==> config.mk <==
export PLATFORM = sky130hd
export DESIGN_NAME = map_tile_fetch_flat
export DESIGN_NICKNAME = d
export VERILOG_FILES = /design/src/rtl/map_tile_fetch_if.sv /design/src/rtl/map_tile_fetch.sv /design/src/flat_wrapper.sv
export SDC_FILE = /design/constraint.sdc
export NUM_CORES = 1
export LEC_CHECK = 0
export CORE_UTILIZATION = 50
export DETAILED_ROUTE_END_ITERATION = 6
export PLACE_DENSITY_LB_ADDON = 0.3
export SYNTH_ARGS = -nofsm -noshare
export SYNTH_HDL_FRONTEND = slang
export SYNTH_SLANG_ARGS = --single-unit
==> constraint.sdc <==
create_clock -name clk -period 4.7 [get_ports clk]
set_clock_uncertainty 0.15 [all_clocks]
set_input_delay 1.41 -clock clk [delete_from_list [all_inputs] [get_ports clk]]
set_output_delay 1.41 -clock clk [all_outputs]
set_load 0.1 [all_outputs]
==> src/rtl/map_tile_fetch_if.sv <==
// map_tile_fetch_if: timing strobes, tile-map RAM ports, update handshake and tile outputs
interface map_tile_fetch_if;
    logic [9:0] px;
    logic [9:0] py;
    logic       de_in;
    logic       hsync_in;
    logic       vsync_in;
    logic [9:0] mem_raddr;
    logic [3:0] mem_rdata;
    logic       mem_we;
    logic [9:0] mem_waddr;
    logic [3:0] mem_wdata;
    logic       wr_req;
    logic [4:0] wr_tx;
    logic [4:0] wr_ty;
    logic [3:0] wr_code;
    logic       wr_ack;
    logic       wr_err;
    logic [3:0] sprite_code;
    logic [2:0] tile_sx;
    logic [2:0] tile_sy;
    logic       in_map;
    logic       de_out;
    logic       hsync_out;
    logic       vsync_out;

    modport slave (
        input  px, py, de_in, hsync_in, vsync_in, mem_rdata,
        input  wr_req, wr_tx, wr_ty, wr_code,
        output mem_raddr, mem_we, mem_waddr, mem_wdata, wr_ack, wr_err,
        output sprite_code, tile_sx, tile_sy, in_map, de_out, hsync_out, vsync_out
    );

    modport master (
        output px, py, de_in, hsync_in, vsync_in, mem_rdata,
        output wr_req, wr_tx, wr_ty, wr_code,
        input  mem_raddr, mem_we, mem_waddr, mem_wdata, wr_ack, wr_err,
        input  sprite_code, tile_sx, tile_sy, in_map, de_out, hsync_out, vsync_out
    );
endinterface

==> src/rtl/map_tile_fetch.sv <==
// map_tile_fetch: 3-stage pixel-to-tile fetch pipeline with blanking-only tile update port
module map_tile_fetch #(
    parameter int MAP_W  = 28,
    parameter int MAP_H  = 31,
    parameter int MAP_X0 = 208,
    parameter int MAP_Y0 = 116
) (
    input logic clk,
    input logic rst_n,
    map_tile_fetch_if.slave bus
);
    typedef enum logic [1:0] {IDLE, WAIT_BLANK, WRITE} state_t;

    localparam logic [10:0] X0  = 11'(MAP_X0);
    localparam logic [10:0] Y0  = 11'(MAP_Y0);
    localparam logic [10:0] XW  = 11'(8 * MAP_W);
    localparam logic [10:0] YH  = 11'(8 * MAP_H);
    localparam logic [9:0]  W10 = 10'(MAP_W);
    localparam logic [9:0]  H10 = 10'(MAP_H);

    logic [10:0] rx, ry;
    logic        hit;
    logic [9:0]  raddr;
    logic        s1_hit, s1_de, s1_hs, s1_vs;
    logic [2:0]  s1_sx, s1_sy;
    logic        s2_hit, s2_de, s2_hs, s2_vs;
    logic [2:0]  s2_sx, s2_sy;

    state_t      state, next;
    logic [4:0]  lat_tx, lat_ty;
    logic [3:0]  lat_code;
    logic        latch, we_d, ack_d, err_d, bad, blank;
    logic [9:0]  waddr_d;

    // Map-relative coordinates; a negative offset shows up as bit 10 set
    always_comb begin
        rx    = {1'b0, bus.px} - X0;
        ry    = {1'b0, bus.py} - Y0;
        hit   = !rx[10] && !ry[10] && rx < XW && ry < YH;
        raddr = 10'(ry[9:3]) * W10 + 10'(rx[9:3]);
    end

    // Stage 1: issue the RAM read and capture the side-band for this pixel
    always_ff @(posedge clk or negedge rst_n) begin
        if (!rst_n) begin
            bus.mem_raddr <= '0;
            s1_hit <= 1'b0;
            s1_sx  <= '0;
            s1_sy  <= '0;
            s1_de  <= 1'b0;
            s1_hs  <= 1'b0;
            s1_vs  <= 1'b0;
        end else begin
            if (hit)
                bus.mem_raddr <= raddr;
            s1_hit <= hit;
            s1_sx  <= rx[2:0];
            s1_sy  <= ry[2:0];
            s1_de  <= bus.de_in;
            s1_hs  <= bus.hsync_in;
            s1_vs  <= bus.vsync_in;
        end
    end

    // Stage 2: side-band waits here while the RAM produces read data
    always_ff @(posedge clk or negedge rst_n) begin
        if (!rst_n) begin
            s2_hit <= 1'b0;
            s2_sx  <= '0;
            s2_sy  <= '0;
            s2_de  <= 1'b0;
            s2_hs  <= 1'b0;
            s2_vs  <= 1'b0;
        end else begin
            s2_hit <= s1_hit;
            s2_sx  <= s1_sx;
            s2_sy  <= s1_sy;
            s2_de  <= s1_de;
            s2_hs  <= s1_hs;
            s2_vs  <= s1_vs;
        end
    end

    // Stage 3: merge RAM data with side-band; off-map pixels get the blank code
    always_ff @(posedge clk or negedge rst_n) begin
        if (!rst_n) begin
            bus.sprite_code <= 4'b1111;
            bus.tile_sx     <= '0;
            bus.tile_sy     <= '0;
            bus.in_map      <= 1'b0;
            bus.de_out      <= 1'b0;
            bus.hsync_out   <= 1'b0;
            bus.vsync_out   <= 1'b0;
        end else begin
            bus.sprite_code <= s2_hit ? bus.mem_rdata : 4'b1111;
            bus.tile_sx     <= s2_sx;
            bus.tile_sy     <= s2_sy;
            bus.in_map      <= s2_hit;
            bus.de_out      <= s2_de;
            bus.hsync_out   <= s2_hs;
            bus.vsync_out   <= s2_vs;
        end
    end

    // Update FSM: validate and latch a request, then write once the fetch pipeline is idle
    always_comb begin
        next    = state;
        latch   = 1'b0;
        we_d    = 1'b0;
        ack_d   = 1'b0;
        err_d   = 1'b0;
        bad     = 10'(bus.wr_tx) >= W10 || 10'(bus.wr_ty) >= H10;
        blank   = !bus.de_in && !s1_de && !s2_de;
        waddr_d = 10'(lat_ty) * W10 + 10'(lat_tx);
        case (state)
            IDLE: begin
                if (bus.wr_req && !bus.wr_err) begin
                    err_d = bad;
                    latch = !bad;
                    next  = bad ? IDLE : WAIT_BLANK;
                end
            end
            WAIT_BLANK: begin
                we_d  = blank;
                ack_d = blank;
                next  = blank ? WRITE : WAIT_BLANK;
            end
            WRITE:   next = IDLE;
            default: next = IDLE;
        endcase
    end

    // FSM state and registered write-port/handshake outputs; mem_we is high exactly while in WRITE
    always_ff @(posedge clk or negedge rst_n) begin
        if (!rst_n) begin
            state         <= IDLE;
            lat_tx        <= '0;
            lat_ty        <= '0;
            lat_code      <= '0;
            bus.mem_we    <= 1'b0;
            bus.mem_waddr <= '0;
            bus.mem_wdata <= '0;
            bus.wr_ack    <= 1'b0;
            bus.wr_err    <= 1'b0;
        end else begin
            state      <= next;
            bus.mem_we <= we_d;
            bus.wr_ack <= ack_d;
            bus.wr_err <= err_d;
            if (latch) begin
                lat_tx   <= bus.wr_tx;
                lat_ty   <= bus.wr_ty;
                lat_code <= bus.wr_code;
            end
            if (we_d) begin
                bus.mem_waddr <= waddr_d;
                bus.mem_wdata <= lat_code;
            end
        end
    end
endmodule
==> src/flat_wrapper.sv <==
// flat-port wrapper written by rule: the top's interface ports become plain ports
module map_tile_fetch_flat 
#(
    parameter int MAP_W  = 28,
    parameter int MAP_H  = 31,
    parameter int MAP_X0 = 208,
    parameter int MAP_Y0 = 116
)
  (clk, rst_n, bus_px, bus_py, bus_de_in, bus_hsync_in, bus_vsync_in, bus_mem_rdata, bus_wr_req, bus_wr_tx, bus_wr_ty, bus_wr_code, bus_mem_raddr, bus_mem_we, bus_mem_waddr, bus_mem_wdata, bus_wr_ack, bus_wr_err, bus_sprite_code, bus_tile_sx, bus_tile_sy, bus_in_map, bus_de_out, bus_hsync_out, bus_vsync_out);
  map_tile_fetch_if bus_i ();
  input logic clk;
  input logic rst_n;
  input wire logic [$bits(bus_i.px)-1:0] bus_px;
  input wire logic [$bits(bus_i.py)-1:0] bus_py;
  input wire logic [$bits(bus_i.de_in)-1:0] bus_de_in;
  input wire logic [$bits(bus_i.hsync_in)-1:0] bus_hsync_in;
  input wire logic [$bits(bus_i.vsync_in)-1:0] bus_vsync_in;
  input wire logic [$bits(bus_i.mem_rdata)-1:0] bus_mem_rdata;
  input wire logic [$bits(bus_i.wr_req)-1:0] bus_wr_req;
  input wire logic [$bits(bus_i.wr_tx)-1:0] bus_wr_tx;
  input wire logic [$bits(bus_i.wr_ty)-1:0] bus_wr_ty;
  input wire logic [$bits(bus_i.wr_code)-1:0] bus_wr_code;
  output wire logic [$bits(bus_i.mem_raddr)-1:0] bus_mem_raddr;
  output wire logic [$bits(bus_i.mem_we)-1:0] bus_mem_we;
  output wire logic [$bits(bus_i.mem_waddr)-1:0] bus_mem_waddr;
  output wire logic [$bits(bus_i.mem_wdata)-1:0] bus_mem_wdata;
  output wire logic [$bits(bus_i.wr_ack)-1:0] bus_wr_ack;
  output wire logic [$bits(bus_i.wr_err)-1:0] bus_wr_err;
  output wire logic [$bits(bus_i.sprite_code)-1:0] bus_sprite_code;
  output wire logic [$bits(bus_i.tile_sx)-1:0] bus_tile_sx;
  output wire logic [$bits(bus_i.tile_sy)-1:0] bus_tile_sy;
  output wire logic [$bits(bus_i.in_map)-1:0] bus_in_map;
  output wire logic [$bits(bus_i.de_out)-1:0] bus_de_out;
  output wire logic [$bits(bus_i.hsync_out)-1:0] bus_hsync_out;
  output wire logic [$bits(bus_i.vsync_out)-1:0] bus_vsync_out;
  assign bus_i.px = bus_px;
  assign bus_i.py = bus_py;
  assign bus_i.de_in = bus_de_in;
  assign bus_i.hsync_in = bus_hsync_in;
  assign bus_i.vsync_in = bus_vsync_in;
  assign bus_i.mem_rdata = bus_mem_rdata;
  assign bus_i.wr_req = bus_wr_req;
  assign bus_i.wr_tx = bus_wr_tx;
  assign bus_i.wr_ty = bus_wr_ty;
  assign bus_i.wr_code = bus_wr_code;
  assign bus_mem_raddr = bus_i.mem_raddr;
  assign bus_mem_we = bus_i.mem_we;
  assign bus_mem_waddr = bus_i.mem_waddr;
  assign bus_mem_wdata = bus_i.mem_wdata;
  assign bus_wr_ack = bus_i.wr_ack;
  assign bus_wr_err = bus_i.wr_err;
  assign bus_sprite_code = bus_i.sprite_code;
  assign bus_tile_sx = bus_i.tile_sx;
  assign bus_tile_sy = bus_i.tile_sy;
  assign bus_in_map = bus_i.in_map;
  assign bus_de_out = bus_i.de_out;
  assign bus_hsync_out = bus_i.hsync_out;
  assign bus_vsync_out = bus_i.vsync_out;
  map_tile_fetch #(.MAP_W(MAP_W), .MAP_H(MAP_H), .MAP_X0(MAP_X0), .MAP_Y0(MAP_Y0)) u_core (.clk(clk), .rst_n(rst_n), .bus(bus_i));
endmodule
==> impl_results.md, run 1 <==
* Status: completed
* Vias/cell at 4.94
* Filler cell count at 527
* Layout cells sized above 1 at 20.6%
* Setup WS post-layout at 0.0833 ns
* FF-to-FF path depth at 9
* Ranking of synthesized cells by area: dfrtp_1, ha_1, fa_1
* Adder-cell share of the synthesized area at 15.1%
* Port Buf Inserts at 84
* Hold violation count in the final report at 0
* Max Cap Viol at 0
* Core area at 7250 µm²
* Pin count of the biggest net entering global routing at 77
* Path type of the worst min-delay path: flip-flop to flip-flop
* Worst hold stages at 0
* VDD IR max at 446 µV
* Syn_area_per_cell at 12.2 µm²
* Crit path kind: input port to flip-flop
* Cts bufs inserted at 9
* LEAKAGE at 2.38 nW
* Seq/Total Area, Yosys at 50.8%
* Number of global-route vias before repair at 2611
* Total vias in the final route at 2618
* Endpoint class of the critical path: flip-flop
* CTS tree: yes
* Tot GR Track Use at 20.1%
* Post-synth ARST share at 100%
* Latest clock arrival within the worst-skew pair at 0.36 ns
* DP Worst Slack at -0.338 ns
* Nets at 508
* Ports at 85
* DR pass1 iterations at 4
* Die W at 88.7 µm
* Area growth, synth to finish at 37.8%
* Average routed wire per standard cell at 13.7 µm
* Yosys warnings at 0
* Gr ovfl total at 0
* Pwr/cell area at 776 nW/µm²
* Number of synthesized flops with an enable pin at 0
* Mux cell area share after synthesis at 7.96%
* Initial antenna violation count at 0
* Fin util at 71.3%
* Yosys top cell by area: dfrtp_1
* Min cycle time layout at 4.62 ns
* Initial Utilization at 51.8%
* Die height at 88.7 µm
* First-pass GRT wire length at 11600 µm
* Row count at 31
* Clock sinks at 76
* Clk root buf: clkbuf_8
* Die area at 7860 µm²
* Final setup vio count at 0
* FMAX at 0.217 GHz
* Hold_sp: u_core.s2_sy[1]
* Mapped Area at 3750 µm²
* Cts hold-fix bufs at 0
* Final Cycle Share at 98.2%
* Post-DP HPWL at 5400 µm
* H-tree levels at 3
* Number of distinct library cells after synthesis at 43
* Crit path DAT at 4.72 ns
* Simple-gate portion of the synthesized area at 8.96%
* Main combinational cell family by area after synthesis: adder cells
* RR Startpoint: u_core.lat_ty[2]
* Compound-Gate Fraction of Synth Area at 6.53%
* XOR/XNOR Fraction of Synth Area at 7.20%
* Synthesized instance count at 308
* ANT nets after route at 0
* Reg clk slew, reported paths at 0.09 ns
* Hold Slack at 0.194 ns
* Final TNS setup at 0 ns
* CP Max Fanout at 3
* Syn_nets at 390
* Required @ worst endpoint at 4.80 ns
* Top-count cell post-synth: dfrtp_1
* Crit path launch: bus_py[2]
* Post-synthesis register bit count at 76
* Drt initial violations at 39
* Max_slew headroom at 32.6%
* Area fraction of the dominant cell type after synthesis at 48.0%
* RD Place Congestion at 0.777
* Routed wire length at 7250 µm
* Clk buf depth at 2
* Ant diodes at 0
* Crit start category: input port
* Primary FF master, synth: dfrtp_1
* Tot Pwr at 0.00401 W
* Pins Over Slew Limit at 0
* Top cells by count, synth: dfrtp_1, nand2_1, ha_1, inv_1, xnor2_1
* DRC Markers at 0
* Slew @ Worst Pin at 1.01 ns
power breakdown:
part	leakage, nW	total [W]	internal (W)	switching [W]
registers	0.911	0.000958	0.000834	0.000123
logic	1.36	0.00249	0.000944	0.00155
clock network	0.106	0.000567	0.000316	0.000252
total	2.38	0.00401	0.00209	0.00192
kinds of logic (layout without fill, tap and decap cells):
group	after synthesis	in the layout
buf+inv	32	155
compound gates	39	39
mux	24	24
xor+xnor	30	30
simple gates	69	69
flops	76	76
fa+ha+maj	38	38
cells in the final DEF (no fill, tap or decap), types with 4 or more instances in the layout:
| cell | netlist | final |
|---|---|---|
| buf_4 | 1 | 29 |
| nand2_1 | 38 | 38 |
| nand2b_1 | 5 | 5 |
| a21o_1 | 6 | 6 |
| ha_1 | 26 | 24 |
| o21ai_0 | 13 | 10 |
| a21oi_1 | 8 | 7 |
| clkbuf_8 | 0 | 10 |
| xnor2_1 | 19 | 18 |
| mux2_2 | 15 | 15 |
| xor2_1 | 10 | 8 |
| fa_1 | 12 | 11 |
| mux2_4 | 8 | 8 |
| dfstp_2 | 4 | 4 |
| dfrtp_1 | 72 | 72 |
| nand3_1 | 4 | 4 |
| clkdlybuf4s50_1 | 0 | 83 |
| inv_1 | 26 | 26 |
| nor2_1 | 8 | 8 |
area by class of cell:
cell class / count / area [µm²] / share of cell area, %
multi-input cells: 200 / 1770 / 34.2
inverters: 27 / 101 / 1.96
well taps: 99 / 124 / 2.39
clock inverters: 5 / 83.8 / 1.62
clock buffers: 11 / 141 / 2.73
flip-flops and latches: 76 / 1910 / 36.9
repair buffers: 112 / 1050 / 20.3
metrics by stage:
stage | cell area [µm²] | cells
final | 5170 | 530
after global routing | 5170 | 530
after CTS | 5110 | 528
after detailed placement | 4880 | 512
after global placement | 4880 | 512
after floorplan | 3750 | 308
flip-flops by register name (all words and copies together), names as in the netlist, 2 cells and up:
signal,cells
u_core.bus.mem_raddr,10
u_core.bus.mem_waddr,10
u_core.bus.mem_wdata,4
u_core.bus.sprite_code,4
u_core.bus.tile_sx,3
u_core.bus.tile_sy,3
u_core.lat_code,4
u_core.lat_tx,5
u_core.lat_ty,5
u_core.s1_sx,3
u_core.s1_sy,3
u_core.s2_sx,3
u_core.s2_sy,3
u_core.state,2
routing by layer:
metal  global-route usage [%]  part of all wire (%)  vias up  routed length, µm
met1                     21.6                    39     1278               2820
met4                     8.94                   2.1        0                154
met5                        0                     0        -                  0
met3                     5.88                   4.9       13                354
li1                         -                     -     1259                  -
met2                     36.5                    54       68               3920
worst max-delay path, stage by stage:
cell	delay [ns]
clkdlybuf4s50_1	0.49
inv_1	0.07
ha_1	0.23
inv_1	0.08
nand3_1	0.13
xor2_2	0.25
inv_1	0.09
ha_1	0.35
fa_2	0.47
ha_1	0.33
inv_1	0.07
o21ai_2	0.17
o2111ai_2	0.16
xnor2_1	0.16
mux2_4	0.25
timing repair:
item,CTS,global route
setup endpoints to repair,0,4
resized for setup,0,16
setup buffers,0,2
path summary, 6_finish.rpt:
kind | end | slack (ns)
setup / recovery | u_core.bus.mem_raddr[9] | 0.08
hold / removal | u_core.bus.tile_sy[1] | 0.19
setup reg to reg | u_core.bus.mem_waddr[9] | 1.90
hold reg to reg | u_core.bus.tile_sy[1] | 0.19
max in group asynchronous | u_core.bus.mem_raddr[0] | 2.78
min in group asynchronous | u_core.bus.vsync_out | 1.04
Note: power is estimated with default switching activity, not from simulation.
==> run 2: changes to the inputs <==
GPL_TIMING_DRIVEN = 1   (was unset)
==> results of run 2 <==
Final layout, timing and power as in run 1 (identical DEF).
==> run 3: changes to the inputs <==
CTS_CLUSTER_SIZE = 40   (was unset)
==> results of run 3 <==
Final layout, timing and power as in run 1 (identical DEF).
